## src/rtl/uart_rx_frame.sv

```systemverilog
// rtl/uart_rx_frame.sv - UART receiver: 16x oversampling, majority-vote sampling, optional parity
//
// Ports:
//   clock          system clock, rising edge
//   reset          asynchronous, active-high
//   rx             serial line, idle high, asynchronous to clock
//   baud_rate      00=2400 01=4800 10=9600 11=19200, latched at start edge
//   parity_type    00=none 01=odd 10=even 11=none, latched at start edge
//   data_out       last received byte
//   rx_active_flag high while a frame is in progress
//   rx_done_flag   one-cycle pulse per completed (or aborted-at-start) frame
//   error_flag     [0] parity, [1] start bit, [2] stop/framing
module uart_rx_frame #(
  parameter int CLK_FREQ   = 50_000_000,
  parameter int OVERSAMPLE = 16
) (
  input  logic       clock,
  input  logic       reset,
  input  logic       rx,
  input  logic [1:0] baud_rate,
  input  logic [1:0] parity_type,
  output logic [7:0] data_out,
  output logic       rx_active_flag,
  output logic       rx_done_flag,
  output logic [2:0] error_flag
);

  // Divisors rounded to nearest; at 50 MHz these give 1302/651/326/163.
  localparam int HALF      = OVERSAMPLE / 2;
  localparam int DIV_2400  = (CLK_FREQ + 2400 * HALF) / (2400 * OVERSAMPLE);
  localparam int DIV_4800  = (CLK_FREQ + 4800 * HALF) / (4800 * OVERSAMPLE);
  localparam int DIV_9600  = (CLK_FREQ + 9600 * HALF) / (9600 * OVERSAMPLE);
  localparam int DIV_19200 = (CLK_FREQ + 19200 * HALF) / (19200 * OVERSAMPLE);
  localparam int DIV_W     = (DIV_2400 > 2) ? $clog2(DIV_2400) : 1;

  localparam logic [DIV_W-1:0] DM1_2400  = DIV_W'(DIV_2400 - 1);
  localparam logic [DIV_W-1:0] DM1_4800  = DIV_W'(DIV_4800 - 1);
  localparam logic [DIV_W-1:0] DM1_9600  = DIV_W'(DIV_9600 - 1);
  localparam logic [DIV_W-1:0] DM1_19200 = DIV_W'(DIV_19200 - 1);
  localparam logic [3:0]       LAST_SAMPLE = 4'(OVERSAMPLE - 1);

  typedef enum logic [2:0] {IDLE, START, DATA, PARITY, STOP} state_t;

  state_t           state, state_nxt;
  logic             rx_meta, rx_s, rx_prev;
  logic [DIV_W-1:0] div_cnt, div_m1;
  logic [3:0]       sample_cnt;
  logic [2:0]       bit_cnt;
  logic [7:0]       shift_reg;
  logic             s7, s8;
  logic [1:0]       baud_l, par_l;

  logic start_edge, tick, decide, maj, par_en, par_bad;
  logic shift_en, load_out, done_nxt, err_start, err_par, err_stop;

  // Sync flops reset high so that leaving reset on an idle line is not a start edge.
  always_ff @(posedge clock or posedge reset) begin
    if (reset) begin
      rx_meta <= 1'b1;
      rx_s    <= 1'b1;
      rx_prev <= 1'b1;
    end else begin
      rx_meta <= rx;
      rx_s    <= rx_meta;
      rx_prev <= rx_s;
    end
  end

  always_comb begin
    div_m1 = DM1_2400;
    case (baud_l)
      2'b00:   div_m1 = DM1_2400;
      2'b01:   div_m1 = DM1_4800;
      2'b10:   div_m1 = DM1_9600;
      default: div_m1 = DM1_19200;
    endcase
  end

  assign start_edge = (state == IDLE) && rx_prev && !rx_s;
  assign tick       = (state != IDLE) && (div_cnt == div_m1);
  // sample_cnt holds the number of ticks already seen in the bit, so the
  // tick taken while it reads 8 is the 9th tick: the decision point.
  assign decide     = tick && (sample_cnt == 4'd8);
  assign maj        = (s7 & s8) | (s7 & rx_s) | (s8 & rx_s);
  assign par_en     = (par_l == 2'b01) || (par_l == 2'b10);
  assign par_bad    = ((^shift_reg) ^ maj) != (par_l == 2'b01);

  assign rx_active_flag = (state != IDLE);

  always_ff @(posedge clock or posedge reset) begin
    if (reset) state <= IDLE;
    else       state <= state_nxt;
  end

  // Every transition happens at the mid-bit decision tick; the sample
  // counter keeps running, so the next bit's decision stays aligned.
  always_comb begin
    state_nxt = state;
    shift_en  = 1'b0;
    load_out  = 1'b0;
    done_nxt  = 1'b0;
    err_start = 1'b0;
    err_par   = 1'b0;
    err_stop  = 1'b0;
    case (state)
      IDLE: if (start_edge) state_nxt = START;
      START: if (decide) begin
        if (maj) begin
          err_start = 1'b1;
          done_nxt  = 1'b1;
          state_nxt = IDLE;
        end else begin
          state_nxt = DATA;
        end
      end
      DATA: if (decide) begin
        shift_en = 1'b1;
        if (bit_cnt == 3'd7) state_nxt = par_en ? PARITY : STOP;
      end
      PARITY: if (decide) begin
        err_par   = par_bad;
        state_nxt = STOP;
      end
      STOP: if (decide) begin
        err_stop  = ~maj;
        load_out  = 1'b1;
        done_nxt  = 1'b1;
        state_nxt = IDLE;
      end
      default: state_nxt = IDLE;
    endcase
  end

  always_ff @(posedge clock or posedge reset) begin
    if (reset) begin
      div_cnt      <= '0;
      sample_cnt   <= '0;
      bit_cnt      <= '0;
      shift_reg    <= '0;
      s7           <= 1'b0;
      s8           <= 1'b0;
      baud_l       <= '0;
      par_l        <= '0;
      data_out     <= '0;
      rx_done_flag <= 1'b0;
      error_flag   <= '0;
    end else begin
      rx_done_flag <= done_nxt;

      if (state == IDLE) begin
        div_cnt    <= '0;
        sample_cnt <= '0;
        bit_cnt    <= '0;
      end else if (tick) begin
        div_cnt    <= '0;
        sample_cnt <= (sample_cnt == LAST_SAMPLE) ? 4'd0 : sample_cnt + 4'd1;
        if (sample_cnt == 4'd6) s7 <= rx_s;
        if (sample_cnt == 4'd7) s8 <= rx_s;
      end else begin
        div_cnt <= div_cnt + DIV_W'(1);
      end

      if (shift_en) begin
        shift_reg <= {maj, shift_reg[7:1]};
        bit_cnt   <= bit_cnt + 3'd1;
      end

      if (start_edge) begin
        baud_l     <= baud_rate;
        par_l      <= parity_type;
        error_flag <= '0;
      end else begin
        error_flag <= error_flag | {err_stop, err_start, err_par};
      end

      if (load_out) data_out <= shift_reg;
    end
  end

endmodule

```

## config.mk

```make
export PLATFORM = sky130hd
export DESIGN_NAME = uart_rx_frame
export DESIGN_NICKNAME = d
export VERILOG_FILES = /design/src/rtl/uart_rx_frame.sv
export SDC_FILE = /design/constraint.sdc
export NUM_CORES = 1
export LEC_CHECK = 0
export BUFFER_PORTS_ARGS = -buffer_cell sky130_fd_sc_hd__buf_2
export CAP_MARGIN = 30
export CELL_PAD_IN_SITES_DETAIL_PLACEMENT = 1
export CELL_PAD_IN_SITES_GLOBAL_PLACEMENT = 1
export CORE_ASPECT_RATIO = 0.8
export CORE_MARGIN = 2
export CORE_UTILIZATION = 40
export CTS_BUF_LIST = sky130_fd_sc_hd__clkbuf_4 sky130_fd_sc_hd__clkbuf_8 sky130_fd_sc_hd__clkbuf_16
export DETAILED_ROUTE_END_ITERATION = 8
export MAX_ROUTING_LAYER = met4
export PLACE_DENSITY_LB_ADDON = 0.08
export SETUP_SLACK_MARGIN = 0.2
export SYNTH_ARGS = -nofsm -noshare
export SYNTH_HDL_FRONTEND = slang
export SYNTH_SLANG_ARGS = --single-unit
export TNS_END_PERCENT = 10
```

## constraint.sdc

```tcl
create_clock -name clock -period 3.6 [get_ports clock]
set_clock_uncertainty 0.2 [all_clocks]
set_input_delay 0.72 -clock clock [delete_from_list [all_inputs] [get_ports clock]]
set_output_delay 0.72 -clock clock [all_outputs]
set_load 0.1 [all_outputs]
```

After elaboration in Yosys (flattened, before gate mapping). Index checks and enable logic that the tools add are counted.

Flip-flop bits (word level): 50. Word-level logic and storage cells: 92. Output and inout port bits: 13.

Add/sub/neg operators: 3. Bitwise logic cells: 9. Reduce and logical (&&, ||, !) cells: 15. Equal/unequal tests: 21. Multiplexer cells: 29.

Operators by type and width (number): case mux 11 bit (3 select lines) (1); two-way mux 3 bit (10); two-way mux 11 bit (2); case mux 3 bit (5 select lines) (1); two-way mux 4 bit (3); inequality test 2 bit, second input constant (6); adder 11 x 1 -> 11 bit, second input constant (1); equality test 11 bit (1); two-way mux 1 bit (10); equality test 4 x 3 -> 1 bit, second input constant (2); equality test 4 bit, second input constant (2); parity 8 bit (1); equality test 3 x 2 -> 1 bit, second input constant (2); equality test 3 bit, second input constant (2); AND reduction 3 bit (2); AND reduction 6 bit (1); adder 4 x 1 -> 4 bit, second input constant (1); equality test 2 x 1 -> 1 bit, second input constant (2); equality test 2 bit, second input constant (2); logical AND 1 bit (4); nonzero test 2 bit (2); adder 3 x 1 -> 3 bit, second input constant (1); AND 1 bit (3); equality test 3 x 1 -> 1 bit, second input constant (1); 12 further kinds (14).

Longest topological paths before layout.
Depth after elaboration: 9. Gate-level depth with buffers: 7.

Worst setup path after synthesis. OpenSTA, ideal clock, no wires.

Path kind: register to register. Start: reg state[1]. End: reg s7. Arrival time: 2.693 ns. Cell stages (with the launch flop): 7. Buffers on the path: 1. Path slack: 0.583 ns. Data required time: 3.275 ns. Clock period less this slack: 3.017 ns. Setup time: 0.125 ns. Path through: dfrtp_1 -> clkbuf_1 -> nor3_1 -> clkinv_1 -> and3_1 -> nand3_1 -> mux2_2.

Word-level cells in the longest chain between the ends: 3. Elaborated cells on any way between the ends: 5. Those cells by class: bitwise (1); reduce/logical (4).

RTL lines: start, declared (line 44) `state_t state, state_nxt;`; start signal, assigned (line 92) `else state <= state_nxt;`; nonzero test 3 bit; named net rx_active_flag (line 23) `output logic rx_active_flag,`; logical AND 1 bit (line 80) `assign tick = (state != IDLE) && (div_cnt == div_m1);`; AND reduction 3 bit (no source line); end signal, assigned (line 157) `if (sample_cnt == 4'd6) s7 <= rx_s;`; end, declared (line 50) `logic s7, s8;`.

The timed path passes the listed nets, and every way through them passes these cells. A chain may end at the register's enable or synchronous reset.

Worst setup path after layout.
Start: reg baud_l[0]. End: reg shift_reg[7].

Word-level cells in the longest chain between the ends: 7. Elaborated cells on any way between the ends: 9. Those cells by class: eq/ne (3); mux (3); reduce/logical (3).

RTL lines: start, declared (line 51) `logic [1:0] baud_l, par_l;`; start signal, assigned (line 169) `baud_l <= baud_rate;`; equality test 2 bit (tied with other cells) (line 71) `case (baud_l)`; case mux 11 bit (3 select lines) (*) (line 71); equality test 11 bit (*) (line 80); logical AND 1 bit (*) (line 80); logical AND 1 bit (*) (line 83) `assign decide = tick && (sample_cnt == 4'd8);`; two-way mux 1 bit (*) (line 116) `DATA: if (decide) begin`; two-way mux 1 bit (*) (line 105) `case (state)`; end signal, assigned (line 164) `shift_reg <= {maj, shift_reg[7:1]};`; end, declared (line 49) `logic [7:0] shift_reg;`.

Mark *: on every way between the ends. The rest lies on a longest branch, timed or not.

==> impl_results.md <==
- Worst EP arrival: 2.97 ns
- Antenna-violating nets left: 0
- CTS sink count: 50
- Actual slew at the worst max-slew pin: approximately 0.76 ns
- Fmax: 337 MHz
- Fin nets: 280
- Setup TNS: 0 ns
- Clock transition at the registers of the reported paths: about 0.090 ns
- Core box area: about 0.0064 sq mm
- Dominant synthesized flop cell: dfrtp_1
- DRT Wirelength: slightly below 6 mm
- Post-layout util: about 46%
- Req. time, crit path: 3.60 ns
- Die W: 95.2 um
- Post-Syn Area: around 0.0027 sq mm
- Clock period minus worst slack: 2.97 ns
- Initial antenna violation count: 0
- Period utilization: between 80 and 90%
- Syn nets: 261
- Largest stage delay on the critical path: 0.74 ns
- R2R Path End: shift_reg[7]$_DFFE_PP0P_
- Worst Hold Class: flop to flop
- Max_cap viols: 0
- Area after DPL: 0.00285 sq mm
- Global-route wire length before repair: roughly 10 mm
- Mapped Cells: 247
- Vias per inst: 5.44
- Final hold viol count: 0
- Number of synthesized flops with an enable pin: 0
- Hold WS: 0.163 ns
- Die Y: 76.9 um
- Comb pwr share: 20.5%
- CTS tree: done
- 1st-iter DRT viols: 78
- Yosys warning count: 0
- CP cell instances: xor2_1 > mux2i_1 > o211ai_2 > nor4_4 > mux2_2
- Hold depth: 0
- Worst setup path startpoint: baud_l[0]$_DFFE_PP0P_
- Max clock buf depth: 2
- RSZ-0062 raised after global routing: no
- Wirelength per Cell: around 17 um
- Max FFs per register: 11
- Layout cell share with drive strength beyond 1: between 20% and 30%
- Slowest cell on crit path: nor4_4
- Total power per unit cell area: a little under 500 mW/mm^2
- First-pass DRT Iterations: 4
- I/O pin count: 20
- Vias in the first global route: 1,953
- DP HPWL: ~4.3 mm
- Max-slew violation count: 0
- Finish-stage setup viols: 0
- Clk pwr share: slightly below 30%
- Status: complete, no violations
- Hold_buf cts: 0
- Post-Synthesis Mean Instance Area: 10.8 sq um
- Area grow syn2layout: 11.3%
- Seq/Total Area, Yosys: between 40% and 50%
- Net Sw Power: 477 uW
- Depth of the worst register-to-register path: 5
- Sequential Power Share: around half
- Endpoint class of the critical path: flop
- Row cnt: 26
- Worst Setup EP: shift_reg[7]$_DFFE_PP0P_
- Worst VDD drop: approximately 0.2 mV
- Cell Int Power: about 950 uW
- DRC viols: 0
- Initial Util: 41.5%
- Largest net degree at the start of global routing: 31
- Post-synth ARST share: 100%
- Slew headroom: 48.7%
- TritonCTS Buffers: 5
- WS Path Type: flop to flop
- Die area: around 0.0073 sq mm
- Root Driver: clkbuf_8
- Post-CTS setup buffers: 0
- Sw Share: 33.3%
- Worst skew pair latency: 0.31 ns
- Global Route Usage Sum: 18.9%
- PortBufs: 19
- Startpoint class of the critical path: flop
- Vias post-DR: 1,911
- R2R Path Start: baud_l[0]$_DFFE_PP0P_
- Final GP Congestion: just over 0.8
- R2R Setup Slk: around 0.63 ns
- P_leak: around 1.4 nW
- Fin area: 0.00296 sq mm
- Worst Path Max Fanout: 15
- Congestion Overflow GR: 0
- Htree depth: 2
- FF+latch count, synth: 50
- ANT cells: 0
- Netlist cell types: between 50 and 60
- # resized after CTS: 0
## cell usage after synthesis, types with 4 or more instances
library cell	number	share of area, %
ha_1	7	3.3
nand3_1	14	2.6
dfrtp_1	47	44
nand2_1	11	1.6
and3_1	5	1.2
mux2_2	22	9.3
o21ai_0	8	1.5
nor2_1	19	2.7
inv_1	10	1.4
xnor2_1	9	3.0
xor2_1	8	2.6
clkbuf_1	6	0.85
mux2i_1	4	1.5
nor4_1	4	0.94
a21oi_1	8	1.5
nor3_1	4	0.75
## placed cells by master (no fill, tap or decap), drive strengths merged, types with 2 or more instances in the layout
cell type,instances
clkbuf,6
xnor2,9
nor4b,2
o32ai,3
nand2b,3
or2,3
o21a,2
o31ai,2
xor2,8
nand3b,2
inv,10
nor3,4
nor4,5
or4b,2
buf,23
nor2,19
or3,3
nand2,11
nor2b,2
or4,2
ha,7
a21oi,8
o311ai,2
nand3,14
dfrtp,47
o21ai,9
and3,5
dfstp,3
mux2i,4
mux2,22
## metrics by stage
step	total power [mW]	worst slack, ns	instances
CTS	1.44	0.605	351
floorplan	0.948	0.583	247
global placement	1.02	0.697	342
finish	1.43	0.632	351
global route	1.53	0.389	351
detailed placement	1.03	0.629	343
## cells by family after synthesis
kind of cell	Yosys count	synth area share [%]
adder cells (fa/ha/maj)	8	3.67
XOR/XNOR	18	6.45
multiplexers	26	10.8
flip-flops	50	47.2
AND/OR/NAND/NOR	84	17.8
AO/OA/AOI/OAI	39	10.4
buffers and inverters	22	3.62
## routing by layer
layer | share of wire, % | GRT usage (%) | vias to the layer above
met5 | 0 | - | -
met4 | 1.2 | 6.09 | 0
met3 | 3.2 | 2.95 | 6
met2 | 42 | 24.1 | 28
met1 | 54 | 30.3 | 952
li1 | - | - | 925
## worst max-delay path, delay by kind of cell, from the launching register on
| family | cells | cell delay, ns |
|---|---|---|
| multiplexers | 2 | 0.80 |
| flip-flops | 1 | 0.60 |
| AO/OA/AOI/OAI | 1 | 0.24 |
| AND/OR/NAND/NOR | 1 | 0.74 |
| XOR/XNOR | 1 | 0.28 |
## cell type report
type,count,area [sq um]
clock buffers,6,76.3
clock inverters,2,37.5
fillers,728,3450
inverters,11,41.3
multi-input cells,175,1310
flip-flops and latches,50,1250
well taps,84,105
repair buffers,23,138
## worst min-delay path by stage
stage / startpoint / endpoint / slack (ns)
after global placement: rx_meta$_DFF_PP1_ / rx_s$_DFF_PP1_ / 0.15
after CTS: rx_meta$_DFF_PP1_ / rx_s$_DFF_PP1_ / 0.17
final: rx_meta$_DFF_PP1_ / rx_s$_DFF_PP1_ / 0.16
after detailed placement: rx_meta$_DFF_PP1_ / rx_s$_DFF_PP1_ / 0.15
after floorplan: rx_meta$_DFF_PP1_ / rx_s$_DFF_PP1_ / 0.15
after global routing: rx_meta$_DFF_PP1_ / rx_s$_DFF_PP1_ / 0.17
## power groups by stage
stage | sequential [mW] | combinational (mW) | clock (mW)
after CTS | 0.724 | 0.297 | 0.422
after detailed placement | 0.734 | 0.295 | 0
final | 0.725 | 0.293 | 0.414
after global placement | 0.735 | 0.286 | 0
after global routing | 0.741 | 0.339 | 0.451
after floorplan | 0.660 | 0.288 | 0
(Power assumes the default switching activity.)
